<file path="src/rtl/icap_stream_writer.sv">
// icap_stream_writer: streams an AXI-Stream bitstream into the ICAP primitive,
// then waits for PRDONE/PRERROR with a watchdog and reports a sticky status.
module icap_stream_writer #(
    parameter bit          BIT_SWAP       = 1'b1,
    parameter int unsigned TIMEOUT_CYCLES = 65535
) (
    input  logic        CLK,
    input  logic        RESETN,
    input  logic        START,
    input  logic [31:0] S_TDATA,
    input  logic        S_TVALID,
    output logic        S_TREADY,
    input  logic        S_TLAST,
    output logic        CSIB,
    output logic [31:0] I,
    output logic        RDWRB,
    input  logic        AVAIL,
    input  logic        PRDONE,
    input  logic        PRERROR,
    output logic        BUSY,
    output logic        DONE,
    output logic        ERROR,
    output logic [1:0]  ERR_CODE,
    output logic [31:0] WORD_COUNT
);

    localparam int unsigned DATA_W = 32;
    localparam int unsigned WD_W   = 20;
    localparam int unsigned ERR_W  = 2;

    localparam logic [WD_W-1:0]  WD_LAST     = WD_W'(TIMEOUT_CYCLES - 1);
    localparam logic [ERR_W-1:0] ERR_NONE    = ERR_W'(0);
    localparam logic [ERR_W-1:0] ERR_PRERROR = ERR_W'(1);
    localparam logic [ERR_W-1:0] ERR_TIMEOUT = ERR_W'(2);

    typedef enum logic [2:0] {
        ST_IDLE,
        ST_ARM,
        ST_WRITE,
        ST_FLUSH,
        ST_WAIT_DONE,
        ST_DONE,
        ST_ERROR
    } state_e;

    state_e              state_q, state_d;
    logic                csib_q, csib_d;
    logic [DATA_W-1:0]   i_q, i_d;
    logic                rdwrb_q, rdwrb_d;
    logic                busy_q, busy_d;
    logic                done_q, done_d;
    logic                error_q, error_d;
    logic [ERR_W-1:0]    err_q, err_d;
    logic [DATA_W-1:0]   wc_q, wc_d;
    logic [WD_W-1:0]     wd_q, wd_d;
    logic                accept;

    // Reverse bit order inside each byte (ICAP expects bit-swapped .bin bytes)
    function automatic logic [DATA_W-1:0] swap_word(input logic [DATA_W-1:0] w);
        logic [DATA_W-1:0] r;
        r = w;
        if (BIT_SWAP) begin
            for (int k = 0; k < 4; k++) begin
                for (int j = 0; j < 8; j++) begin
                    r[8*k+j] = w[8*k+7-j];
                end
            end
        end
        return r;
    endfunction

    // Ready follows AVAIL while writing; flushing drains the stream unconditionally
    always_comb begin
        S_TREADY = ((state_q == ST_WRITE) && AVAIL) || (state_q == ST_FLUSH);
        accept   = S_TVALID && S_TREADY;
    end

    // Next-state and next-output computation
    always_comb begin
        state_d = state_q;
        csib_d  = 1'b1;
        i_d     = i_q;
        rdwrb_d = rdwrb_q;
        done_d  = done_q;
        error_d = error_q;
        err_d   = err_q;
        wc_d    = wc_q;
        wd_d    = wd_q;

        case (state_q)
            ST_IDLE, ST_DONE, ST_ERROR: begin
                rdwrb_d = 1'b1;
                if (START) begin
                    done_d  = 1'b0;
                    error_d = 1'b0;
                    err_d   = ERR_NONE;
                    wc_d    = '0;
                    wd_d    = '0;
                    rdwrb_d = 1'b0;
                    state_d = ST_ARM;
                end
            end
            ST_ARM: begin
                rdwrb_d = 1'b0;
                if (PRERROR) begin
                    err_d   = ERR_PRERROR;
                    state_d = ST_FLUSH;
                end else if (AVAIL) begin
                    state_d = ST_WRITE;
                end
            end
            ST_WRITE: begin
                if (accept) begin
                    csib_d = 1'b0;
                    i_d    = swap_word(S_TDATA);
                    if (S_TLAST) begin
                        wd_d    = '0;
                        state_d = ST_WAIT_DONE;
                    end
                end
                // A word accepted alongside PRERROR is still written next cycle
                if (PRERROR) begin
                    err_d = ERR_PRERROR;
                    if (accept && S_TLAST) begin
                        error_d = 1'b1;
                        state_d = ST_ERROR;
                    end else begin
                        state_d = ST_FLUSH;
                    end
                end
            end
            ST_FLUSH: begin
                if (accept && S_TLAST) begin
                    rdwrb_d = 1'b1;
                    error_d = 1'b1;
                    state_d = ST_ERROR;
                end
            end
            ST_WAIT_DONE: begin
                rdwrb_d = 1'b1;
                wd_d    = wd_q + WD_W'(1);
                if (PRERROR) begin
                    err_d   = ERR_PRERROR;
                    error_d = 1'b1;
                    state_d = ST_ERROR;
                end else if (PRDONE) begin
                    done_d  = 1'b1;
                    state_d = ST_DONE;
                end else if (wd_q == WD_LAST) begin
                    err_d   = ERR_TIMEOUT;
                    error_d = 1'b1;
                    state_d = ST_ERROR;
                end
            end
            default: begin
                state_d = ST_IDLE;
            end
        endcase

        // Count every ICAP write, saturating
        if (!csib_d && (wc_q != '1)) begin
            wc_d = wc_q + DATA_W'(1);
        end

        busy_d = !(state_d inside {ST_IDLE, ST_DONE, ST_ERROR});
    end

    // State and output registers with synchronous active-low reset
    always_ff @(posedge CLK) begin
        if (!RESETN) begin
            state_q <= ST_IDLE;
            csib_q  <= 1'b1;
            i_q     <= '0;
            rdwrb_q <= 1'b1;
            busy_q  <= 1'b0;
            done_q  <= 1'b0;
            error_q <= 1'b0;
            err_q   <= ERR_NONE;
            wc_q    <= '0;
            wd_q    <= '0;
        end else begin
            state_q <= state_d;
            csib_q  <= csib_d;
            i_q     <= i_d;
            rdwrb_q <= rdwrb_d;
            busy_q  <= busy_d;
            done_q  <= done_d;
            error_q <= error_d;
            err_q   <= err_d;
            wc_q    <= wc_d;
            wd_q    <= wd_d;
        end
    end

    assign CSIB       = csib_q;
    assign I          = i_q;
    assign RDWRB      = rdwrb_q;
    assign BUSY       = busy_q;
    assign DONE       = done_q;
    assign ERROR      = error_q;
    assign ERR_CODE   = err_q;
    assign WORD_COUNT = wc_q;

endmodule

</file>
<file path="config.mk">
export PLATFORM = sky130hd
export DESIGN_NAME = icap_stream_writer
export DESIGN_NICKNAME = d
export VERILOG_FILES = /design/src/rtl/icap_stream_writer.sv
export SDC_FILE = /design/constraint.sdc
export NUM_CORES = 1
export LEC_CHECK = 0
export BUFFER_PORTS_ARGS = -buffer_cell sky130_fd_sc_hd__buf_2
export CORE_ASPECT_RATIO = 0.75
export CORE_MARGIN = 5
export CORE_UTILIZATION = 48
export DETAILED_ROUTE_END_ITERATION = 10
export PLACE_DENSITY_LB_ADDON = 0.12
export RECOVER_POWER = 50
export SYNTH_ARGS = -nofsm -noshare
export SYNTH_HDL_FRONTEND = slang
export SYNTH_SLANG_ARGS = --single-unit
</file>
<file path="constraint.sdc">
create_clock -name CLK -period 2.5 [get_ports CLK]
set_clock_uncertainty 0.2 [all_clocks]
set_input_delay 0.5 -clock CLK [delete_from_list [all_inputs] [get_ports CLK]]
set_output_delay 0.5 -clock CLK [all_outputs]
set_load 0.02 [all_outputs]
</file>
### Yosys cells after proc, flatten, opt, wreduce, memory -nomap -nowiden

Cells that the tools add are included.

* $add $sub $neg: 2
* eq/ne operators: 20
* multiplexer cells: 40
* reduce and logical (&&, ||, !) cells: 26

Operators by type and width (count)
* $mux 32: 3
* $mux 20: 3
* $pmux 20 s3: 1
* $mux 3: 11
* $add 32x1->32 const B: 1
* $ne 32x32->1 const B: 1
* $add 20x1->20 const B: 1
* $eq 20x16->1 const B: 1
* $eq 3x3->1 const B: 5
* $pmux 3 s5: 1
* $mux 1: 12
* $ne 2x2->1 const B: 6
* $mux 2: 5
* $reduce_and 5->1: 2
* $reduce_bool 3->1: 3
* $pmux 1 s4: 2
* $reduce_and 4->1: 2
* $reduce_bool 4->1: 2
* $eq 3x2->1 const B: 2
* $logic_not 3->1: 2
* $ne 3x3->1 const B: 2
* $pmux 2 s3: 1
* $reduce_and 2->1: 3
* $reduce_bool 2->1: 3
* other kinds (8): 13

* register bits: 94
* output and inout port bits: 72

### Depth between registers and ports, before layout

* depth in word-level cells: 11
* gate-level depth with buffers: 9

### Least setup slack after synthesis

OpenSTA, ideal clock, no wires.

* path kind: register -> register
* start point: reg wc_q[0], in the netlist WORD_COUNT[0]
* end point: reg wc_q[2], in the netlist WORD_COUNT[2]
* setup time: 0.139 ns
* arrival time: 2.208 ns
* required time: 2.161 ns
* setup slack: -0.047 ns
* cell stages (with the launch flop): 9
* path buffers: 1
* clock period less this slack: 2.547 ns
* cell sequence: dfxtp_1 > ha_1 > nand4_1 > or4_4 > nor3_4 > nor2_1 > clkbuf_1 > a21oi_1 > a31oi_1

* word-level cells in the longest chain between the ends: 4
* elaborated cells between the ends (all ways): 7
* classes of those cells: add/sub: 1; eq/ne: 1; mux: 1; reduce/logical: 4

RTL lines
* start: declaration: line 54 `logic [DATA_W-1:0] wc_q, wc_d;`
* start signal: assignment: line 190 `wc_q <= wc_d;`
* parallel branches: the longest is 4 deep, another holds $add 32x1->32

Parallel ways; which one is timed is not known.
A chain may end at the register's enable or synchronous reset.

### Final worst setup path

* start point: reg wc_q[0], in the netlist WORD_COUNT[0]
* end point: reg wc_q[30], in the netlist WORD_COUNT[30]

Same word-level chain as after synthesis.

==> results.cfg <==
[hold_path]
hold_path.class = in -> reg
hold_path.startpoint = S_TDATA[31]

[synth]
synth_top_family_by_area = simple AND/OR/NAND/NOR gates
synth_compound_area_share_pct = 19.0
synthMuxAreaShare_pct = 0.676
synth_cell_types = 57
ys_seq_elements = 94
avgSynthCellArea_um2 = 8.05
syn_nets = 595
yosysMostFrequentCell = nand2_1
yosys.area.top_type = dfxtp_1
synthTopCellsByCount = 102 x nand2_1, 94 x dfxtp_1, 47 x nor2_1
synthXorXnorAreaFrac_pct = 4.53
synthSimpleGateAreaFrac_pct = 28.2
async_flop_share_pct = 0
synth_cells = 552
synthesis.area_mm2 = 0.00444
ys.flop_type = dfxtp_1
synthAdderAreaFrac_pct = 1.30
yosysTopAreaCellShare_pct = 42.4
yosys_warnings = 0
synthTopCellsByArea = dfxtp_1 42%, nand2_1 8.6%, a21boi_0 5.6%
synth-edff-count = 0
ys_seq_area_share_pct = 42.4

[route]
drc = 0
wl_per_cell_um = 14.5
drt-total-wl_mm = 11.7
drtPass1Iterations = 4
ant_nets = 0
vias_per_cell = 5.37
drt_iter0_markers = 268
vias = 4330

[worst_setup_path]
crit_type = reg -> reg
startpoint_type = flop
r2r_start = WORD_COUNT[0]
worstPathRequired_ns = 2.52
crit_path_end_kind = flop
critPathLaunch = WORD_COUNT[0]
worstPathMaxFanout = 15
crit_arrival_ns = 2.38

[die]
ioPinCount = 112
core_mm2 = 0.00905
die_area_mm2 = 0.0113
start_util_pct = 49.1
die_w_um = 121
fp-row-count = 30
die_h_um = 93.3

[clock_network]
worstSkewPairLatency_ns = 0.33
htree_num_levels = 3
cts_tree = done
post_cts_buffers = 0
cts.sinks = 94
root_buffer = clkbuf_16
cts_buffers = 9
clockBufferDepth = 2
cts.clk_slew.worst_paths_ns = 0.06

[timing]
fin_setup_tns_ns = 0
setup_viol = 0
rsz0062_at_grt = false
slew-limit-headroom_pct = 52.2
finalCritPeriodShare_pct = 94.4
slew_violations = 0
worst_pin_slew_ns = 0.717
setup_slack_ns = 0.139
finalHoldViolations = 0
clock.fmax_mhz = 424
period_needed_ns = 2.36

[placement]
hpwl_mm = 8.37
place_ws_ns = 0.0464
place_area_mm2 = 0.00528
gp_congestion = 0.868
port_buffers = 111

[grt]
grt_max_degree = 45
grt_pass1_wl_mm = 18.9
gr-total-overflow = 0
grt_usage_pct = 20.3
grt_pass1_vias = 3863
antenna_found_initial = 0

[job]
maxCapViolCount = 0

[cells_and_area]
diodes = 0
drive_gt1_share_pct = 16.4
fin_area_mm2 = 0.00553
nets = 716
area_growth_pct = 24.4
utilization_pct = 61.1

[power]
leakagePower_nw = 1.97
p_per_area_mw_per_mm2 = 617
ir_worst_vdd_mv = 0.356

[status]
status = completed
critical path: stages (launching register included):
cell       delay (ns)
dfxtp_2          0.33
ha_1             0.17
nand4_1          0.13
or4_4            0.54
nor3_4           0.24
or2_2            0.37
o22ai_1          0.12
o2bb2ai_1        0.13
report_power, final:
part	internal, mW	switching (mW)	total [mW]
registers	1.53	0.0249	1.56
logic	0.151	0.237	0.389
clock network	0.904	0.564	1.47
final cells by class:
type,instances,area (µm²)
well taps,128,160
clock inverters,5,82.6
inverters,9,33.8
multi-input cells,415,2390
clock buffers,11,243
flip-flops and latches,94,1880
fillers,862,3520
repair buffers,144,733
registers in the layout, indices dropped and copies added, names as in the netlist:
signal and count:
ERROR 1, state_q 3, DONE 1, I 32, ERR_CODE 2, wd_q 20
RDWRB 1, BUSY 1, WORD_COUNT 32, CSIB 1
cell usage in the layout (no fill, tap or decap), types with 3 or more instances in the layout:
cell,count
a211oi_1,6
a21boi_0,33
a21o_1,4
a21oi_1,17
a31oi_1,15
and2_1,6
and3_1,4
and4_1,8
buf_2,50
buf_4,30
clkbuf_1,63
clkbuf_16,9
clkinvlp_4,3
dfxtp_1,92
ha_1,3
inv_1,9
mux2i_1,3
nand2_1,102
nand2b_1,3
nand3_1,24
nand4_1,15
nor2_1,46
nor2b_1,5
nor3_1,13
nor4_1,6
o21ai_0,11
o21ai_1,19
o31ai_1,6
or2_2,4
or3_1,7
xnor2_1,14
xor2_1,9
cell families after synthesis:
kind of cell,Yosys count
buffers and inverters,43
muxes,3
DFF,94
and+or+nand+nor,256
AOI/OAI and AO/OA,128
adders and majority gates,5
xor gates and xnor gates,23
layer usage:
metal	vias up	wire, µm	global-route usage, %
li1	2182	-	-
met1	1973	5540	28.2
met2	167	5070	31.0
met3	8	974	5.08
met4	0	104	6.51
met5	-	0	0
final timing paths:
path | to | cells past startpoint | slack, ns
max | WORD_COUNT[30] | 7 | 0.14
min | I[24] | 3 | 0.21
max reg2reg | WORD_COUNT[30] | 7 | 0.14
min reg2reg | ERR_CODE[0] | 2 | 0.26
repair_timing:
action / in CTS / in global routing
setup endpoints to repair: 0 / 21
gates resized for setup: 0 / 2
endpoints found under the hold margin: 0 / 0
hold buffers: 0 / 0
per-stage QoR:
step	hold WS, ns	power, mW	cells
floorplan	0.278	1.84	552
global placement	0.247	1.98	790
detailed placement	0.253	1.98	790
CTS	0.198	3.46	806
global route	0.207	3.56	806
finish	0.210	3.41	806
Power figures use the tool's default switching activity.
